## config.mk

```make
export PLATFORM = sky130hd
export DESIGN_NAME = retire_map
export DESIGN_NICKNAME = d
export VERILOG_FILES = /design/src/rtl/retire_map.sv
export SDC_FILE = /design/constraint.sdc
export NUM_CORES = 1
export LEC_CHECK = 0
export CORE_MARGIN = 2
export CORE_UTILIZATION = 25
export DETAILED_ROUTE_END_ITERATION = 6
export PLACE_DENSITY = 0.49
export SLEW_MARGIN = 5
export SYNTH_ARGS = -nofsm -noshare
export SYNTH_HDL_FRONTEND = slang
export SYNTH_SLANG_ARGS = --single-unit
```

## constraint.sdc

```tcl
create_clock -name clk -period 5.14 [get_ports clk]
set_clock_uncertainty 0.15 [all_clocks]
set_input_delay 0.771 -clock clk [delete_from_list [all_inputs] [get_ports clk]]
set_output_delay 0.771 -clock clk [all_outputs]
set_load 0.005 [all_outputs]
```

## src/rtl/retire_map.sv

```systemverilog
// Commit-side rename map: keeps the committed arch->phys map, frees superseded tags,
// and on an exception flushes the ROB then replays the committed map into the speculative RAT.
module retire_map #(
    parameter int NUM_ARCH    = 32,
    parameter int PREGS       = 64,
    parameter int PREG_W      = $clog2(PREGS),
    parameter int ROB_ENTRIES = 32,
    parameter int ISSUE_WIDTH = 2
) (
    input  logic                                    clk,
    input  logic                                    reset,
    input  logic [ISSUE_WIDTH-1:0]                  commit_valid,
    input  logic [ISSUE_WIDTH-1:0][4:0]             commit_arch_rd,
    input  logic [ISSUE_WIDTH-1:0][PREG_W-1:0]      commit_phys_rd,
    input  logic [ISSUE_WIDTH-1:0]                  commit_exception,
    output logic [ISSUE_WIDTH-1:0]                  free_valid,
    output logic [ISSUE_WIDTH-1:0][PREG_W-1:0]      free_tag,
    output logic                                    rob_flush_en,
    output logic [$clog2(ROB_ENTRIES)-1:0]          rob_flush_ptr,
    output logic                                    restore_valid,
    output logic [1:0][4:0]                         restore_idx,
    output logic [1:0][PREG_W-1:0]                  restore_tag,
    output logic                                    busy,
    output logic [31:0]                             retire_count
);
    // state   | meaning
    // IDLE    | retiring commits, updating amap and freeing old tags
    // FLUSH   | one-cycle ROB flush pulse
    // RESTORE | 16 beats replaying amap pairs to the speculative RAT
    typedef enum logic [1:0] {S_IDLE, S_FLUSH, S_RESTORE} state_t;

    state_t                                 state_q, state_d;
    logic [3:0]                             rem_q, rem_d;
    logic [NUM_ARCH-1:0][PREG_W-1:0]        amap_q, amap_d;
    logic [31:0]                            count_q, count_d;
    logic [ISSUE_WIDTH-1:0]                 free_valid_q, free_valid_d;
    logic [ISSUE_WIDTH-1:0][PREG_W-1:0]     free_tag_q, free_tag_d;
    logic                                   flush_q, flush_d;
    logic                                   rvalid_q, rvalid_d;
    logic [1:0][4:0]                        ridx_q, ridx_d;
    logic [1:0][PREG_W-1:0]                 rtag_q, rtag_d;
    logic                                   ret0, ret1, exc_any;
    logic [3:0]                             beat;

    always_comb begin
        state_d      = state_q;
        rem_d        = rem_q;
        amap_d       = amap_q;
        count_d      = count_q;
        free_valid_d = '0;
        free_tag_d   = '0;
        flush_d      = 1'b0;
        rvalid_d     = 1'b0;
        ridx_d       = '0;
        rtag_d       = '0;
        beat         = '0;
        ret0    = commit_valid[0] & ~commit_exception[0];
        ret1    = commit_valid[1] & ~commit_exception[1]
                  & ~(commit_valid[0] & commit_exception[0]);
        exc_any = (commit_valid[0] & commit_exception[0])
                  | (commit_valid[1] & commit_exception[1]);

        case (state_q)
            S_IDLE: begin
                if (ret0 && commit_arch_rd[0] != 5'd31) begin
                    free_valid_d[0]                = 1'b1;
                    free_tag_d[0]                  = amap_q[commit_arch_rd[0]];
                    amap_d[commit_arch_rd[0]]      = commit_phys_rd[0];
                end
                if (ret1 && commit_arch_rd[1] != 5'd31) begin
                    free_valid_d[1] = 1'b1;
                    // slot 1 supersedes slot 0's fresh mapping when both write the same rd
                    free_tag_d[1]   = (ret0 && commit_arch_rd[0] == commit_arch_rd[1])
                                      ? commit_phys_rd[0] : amap_q[commit_arch_rd[1]];
                    amap_d[commit_arch_rd[1]] = commit_phys_rd[1];
                end
                count_d = count_q + 32'(ret0) + 32'(ret1);
                if (exc_any) begin
                    state_d = S_FLUSH;
                    flush_d = 1'b1;
                end
            end
            S_FLUSH: begin
                state_d = S_RESTORE;
                rem_d   = 4'd15;
            end
            S_RESTORE: begin
                if (rem_q == 4'd0) state_d = S_IDLE;
                else               rem_d   = rem_q - 4'd1;
            end
            default: state_d = S_IDLE;
        endcase

        if (state_d == S_RESTORE) begin
            rvalid_d  = 1'b1;
            beat      = 4'd15 - rem_d;
            ridx_d[0] = {beat, 1'b0};
            ridx_d[1] = {beat, 1'b1};
            rtag_d[0] = amap_q[ridx_d[0]];
            rtag_d[1] = amap_q[ridx_d[1]];
        end
    end

    always_ff @(posedge clk) begin
        if (reset) begin
            state_q      <= S_IDLE;
            rem_q        <= '0;
            for (int i = 0; i < NUM_ARCH; i++) amap_q[i] <= PREG_W'(i);
            count_q      <= '0;
            free_valid_q <= '0;
            free_tag_q   <= '0;
            flush_q      <= 1'b0;
            rvalid_q     <= 1'b0;
            ridx_q       <= '0;
            rtag_q       <= '0;
        end else begin
            state_q      <= state_d;
            rem_q        <= rem_d;
            amap_q       <= amap_d;
            count_q      <= count_d;
            free_valid_q <= free_valid_d;
            free_tag_q   <= free_tag_d;
            flush_q      <= flush_d;
            rvalid_q     <= rvalid_d;
            ridx_q       <= ridx_d;
            rtag_q       <= rtag_d;
        end
    end

    assign free_valid    = free_valid_q;
    assign free_tag      = free_tag_q;
    assign rob_flush_en  = flush_q;
    assign rob_flush_ptr = '0;
    assign restore_valid = rvalid_q;
    assign restore_idx   = ridx_q;
    assign restore_tag   = rtag_q;
    assign busy          = (state_q != S_IDLE);
    assign retire_count  = count_q;
endmodule

```

==> results.env <==
GRT_SETUP_UNREPAIRED='false'
POSTCTS_SETUP_BUFS=0
YOSYSUNIQUECELLTYPES=78
LEAKAGEPOWER_nW=6.64
CLK_LATENCY_PS=570
DETAILED_ROUTE_VIA_COUNT=17900
FIN_SETUP_TNS_PS=0
P_INT_mW=4.20
CRITICAL_PATH.SLOWEST_CELL='o41a_1'
ROWS=95
PLACEABLECOREAREA_UM2=67200
POST_DRT_VIA_CELL_RATIO=6.16
CRITPATHBUFINV=2
CLOCK_TREE.BUFFER_DEPTH=3
R2R_SETUP_SLACK_PS=1030
AREAGROWTHSYNTHTOFINISH_PCT=18.8
DIE_Y_EXTENT_UM=264
FINAL_NET_COUNT=2042
CP_DATA_ARRIVAL_TIME_PS=4410
YOSYSTOPAREACELLSHARE_PCT=30.9
POWER.IR.VDD_WORST_uV=163
PWR-SHARE-COMB_PCT=23.8
WL_PER_CELL_UM=29.9
HPWL_AFTER_DPL_UM=61000
BOUNDARYPINS=104
CTS_REPAIR_RESIZE_COUNT=0
COUNT_OF_HOLD_BUFFERS_INSERTED_BY_POST_CTS_REPAIR=0
STARTPOINT_TYPE='register'
RR_STARTPOINT='rem_q[0]'
SYNTH_MOST_COMMON_CELL='dfxtp_1'
MAXSLEWHEADROOM_PCT=15.1
SYNTH-WARNING-COUNT=0
WIRE_LENGTH_OF_THE_FIRST_GLOBAL_ROUTING_PASS_UM=123000
POST_SYNTH_INST_COUNT=1982
CTS.REPORTEDPATHS.CLKPINSLEW_PS=70
SYNTH.YOSYS.SEQ_AREA_SHARE_PCT=30.9
DIE-AREA_UM2=69900
TRITONCTS_CLOCK_TREE='yes'
FINALPOWER_mW=6.35
PART_OF_THE_TOTAL_POWER_DISSIPATED_IN_THE_CLOCK_NETWORK_PCT=41.7
GR-TOTAL-OVERFLOW=0
PLACE_CONGESTION=1.03
POWER_SPENT_CHARGING_AND_DISCHARGING_NETS_mW=2.15
TIMING.SETUP.CRITICAL_PATH_CLASS='register to register'
POWERDENSITY_nW_PER_UM2=315
ROUTED_WIRELENGTH_UM=86900
POWER.SHARE.SWITCHING_PCT=33.9
YOSYS-TOP-CELLS-AREA='dfxtp_1 31%, mux4_2 13%, nand2_1 5.3%'
GRT_PASS1_VIAS=16400
TIMING_MAX_TRANSITION_VIOLATIONS_FINAL=0
SYNTHESIS.AREA_UM2=17000
DRT_FIRST_PASS_ITERS=6
FINAL_PERIOD_MINUS_WORST_SETUP_SLACK_PS=4110
GLOBAL_ROUTE_USAGE_OVER_ALL_LAYERS_PCT=24.1
START_UTIL_PCT=25.2
TIMING.CRITICAL_PATH.TO='restore_tag[11]'
MAX_CLOCK_FREQ_MHz=243
SETUP_VIOLATIONS=0
CRITICAL_PATH.ENDPOINT_TYPE='register'
LEVEL_COUNT_OF_THE_CLOCK_H_TREE=2
SYNTHTOPCELLSBYCOUNT='262 x dfxtp_1, 241 x nand2_1, 208 x nor2_1'
CP_NUM_CELLS=9
WORST_EP_REQUIRED_PS=5430
NUMCLOCKSINKS=262
HP-CLASS='register to register'
CTS.ROOT.BUFFER_CELL='clkbuf_16'
PATH_CELLS='inv_1 > ha_1 > nor3b_4 > o41a_1 > nand2_1 > buf_12 > a211oi_1 > a211oi_1 > or4_1'
FAMILY_OF_CELLS_WITH_THE_GREATEST_SUMMED_DELAY_ON_THE_CRITICAL_PATH='compound AO/OA/AOI/OAI gates'
HOLD_VIOL=0
SLOWEST_DELAY_PS=630
OUTCOME='complete, no violations'
YS_ASYNC_SR_FRACTION_PCT=0
DRIVE_ABOVE_1_SHARE_PCT=15.2
PORT-BUFFER-COUNT=97
SYNTH_TOP_CELL_BY_AREA='dfxtp_1'
POST_SYNTH.CELL_AREA_AVG_UM2=8.55
LEADING_REGISTER_CELL_TYPE_OUT_OF_SYNTHESIS='dfxtp_1'
LARGEST_NET_DEGREE_AT_THE_START_OF_GLOBAL_ROUTING=72
MIN_PERIOD_OVER_PERIOD_PCT=80.0
ANTENNA_VIOLATING_NETS_POST_ROUTE=0
WORSTSETUPSTARTPOINT='rem_q[0]'
DRT_ITER0_DRC=2606
SEQ_CELLS_POST_SYNTH=262
ANTENNA_FOUND_INITIAL=9
TRITONCTS.NUM_BUFFERS=36
ROUTE.DETAILED.DRC=0
CP_COMMON_CELL='a211oi_1'
MIN-DELAY-START='amap_q[186]'
TIGHTESTPINTRANSITION_PS=1270
DIE_WIDTH_UM=264
WORST_R2R_PATH_DEPTH=9
DRV.MAX_CAP_VIOLATION_COUNT=0
REG2REG_TO='restore_tag[11]'
EDFF_COUNT_SYNTH=0
POWER_FRAC_SEQ_PCT=34.5
CRIT_FANOUT=37
N_FILL_CELL=7008
## per-stage QoR
step           hold slack (ps)  instance area, um^2  utilization, %  std cells  setup slack [ps]
2_1_floorplan              294                17000               -       1987              2000
6_report                   332                20100            30.0       2906              1030
3_5_place_dp               317                18900            28.1       2842               859
3_3_place_gp               312                18900            28.1       2842               951
4_1_cts                    331                20100            30.0       2903              1250
5_1_grt                    368                20100            30.0       2903              1030
## layer usage
layer / global-route usage [%] / wire, um / vias to the layer above
met1: 31.7 / 34300 / 8879
met2: 35.9 / 37300 / 1199
li1: - / - / 7571
met4: 12.5 / 4920 / 10
met5: 0 / 66 / -
met3: 6.73 / 10300 / 256
## sequential cells by signal, summed over array words and instances (netlist names)
register and cells:
restore_tag 12, amap_q 192, state_q 2, restore_valid 1, restore_idx 4, free_valid 2, retire_count 32, rem_q 4
free_tag 12, rob_flush_en 1
## layout by cell type, fill, tap and decap left out, types with 13 or more instances in the layout
cell type / count
a311oi_1: 35
and3_1: 35
mux4_2: 96
a211oi_1: 93
nand2b_1: 16
o22ai_1: 15
a21oi_1: 79
nor2_1: 207
dfxtp_1: 262
clkbuf_16: 37
xor2_1: 22
o31ai_1: 45
o21ai_0: 94
mux2_2: 19
xnor2_1: 13
nand3_1: 84
or3_1: 13
nand2_1: 241
clkdlybuf4s50_1: 92
nor3_1: 24
a221oi_1: 28
inv_1: 23
buf_4: 80
a211o_1: 22
a22oi_1: 31
a221o_1: 52
mux2i_1: 50
## logic make-up (layout without fill, tap and decap cells)
logic type,after synthesis,count (layout),synth area share (%)
simple gates,721,721,19.9
compound gates,566,566,24.1
mux,167,167,17.1
xor+xnor,35,35,1.81
other cells,1,9,0.0221
buf+inv,223,266,5.62
fa+ha+maj,7,7,0.561
flops,262,262,30.9
## power by group through the flow
stage,sequential (mW),combinational [mW],clock [mW]
after global placement,2.23,1.46,0
after CTS,2.19,1.46,2.68
after floorplan,2.19,0.854,0
after global routing,2.20,1.56,2.75
final,2.19,1.51,2.65
after detailed placement,2.23,1.46,0
## final cells by class
class,count,area [um^2],area share (%)
Timing Repair Buffer,178,1600,7.96
Clock buffer,48,1050,5.20
Multi-Input combinational cell,1502,10900,54.0
Antenna cell,3,7.51,0.0373
Clock inverter,13,175,0.870
Tap cell,873,1090,5.43
Sequential cell,262,5250,26.1
Inverter,27,101,0.503
## worst min-delay path by stage
stage	to	slack, ps	cells past startpoint
after CTS	amap_q[186]	330	1
after global placement	amap_q[186]	310	1
final	amap_q[186]	330	1
after global routing	amap_q[186]	370	1
after floorplan	amap_q[186]	290	1
after detailed placement	amap_q[186]	320	1
(Power assumes the default switching activity.)
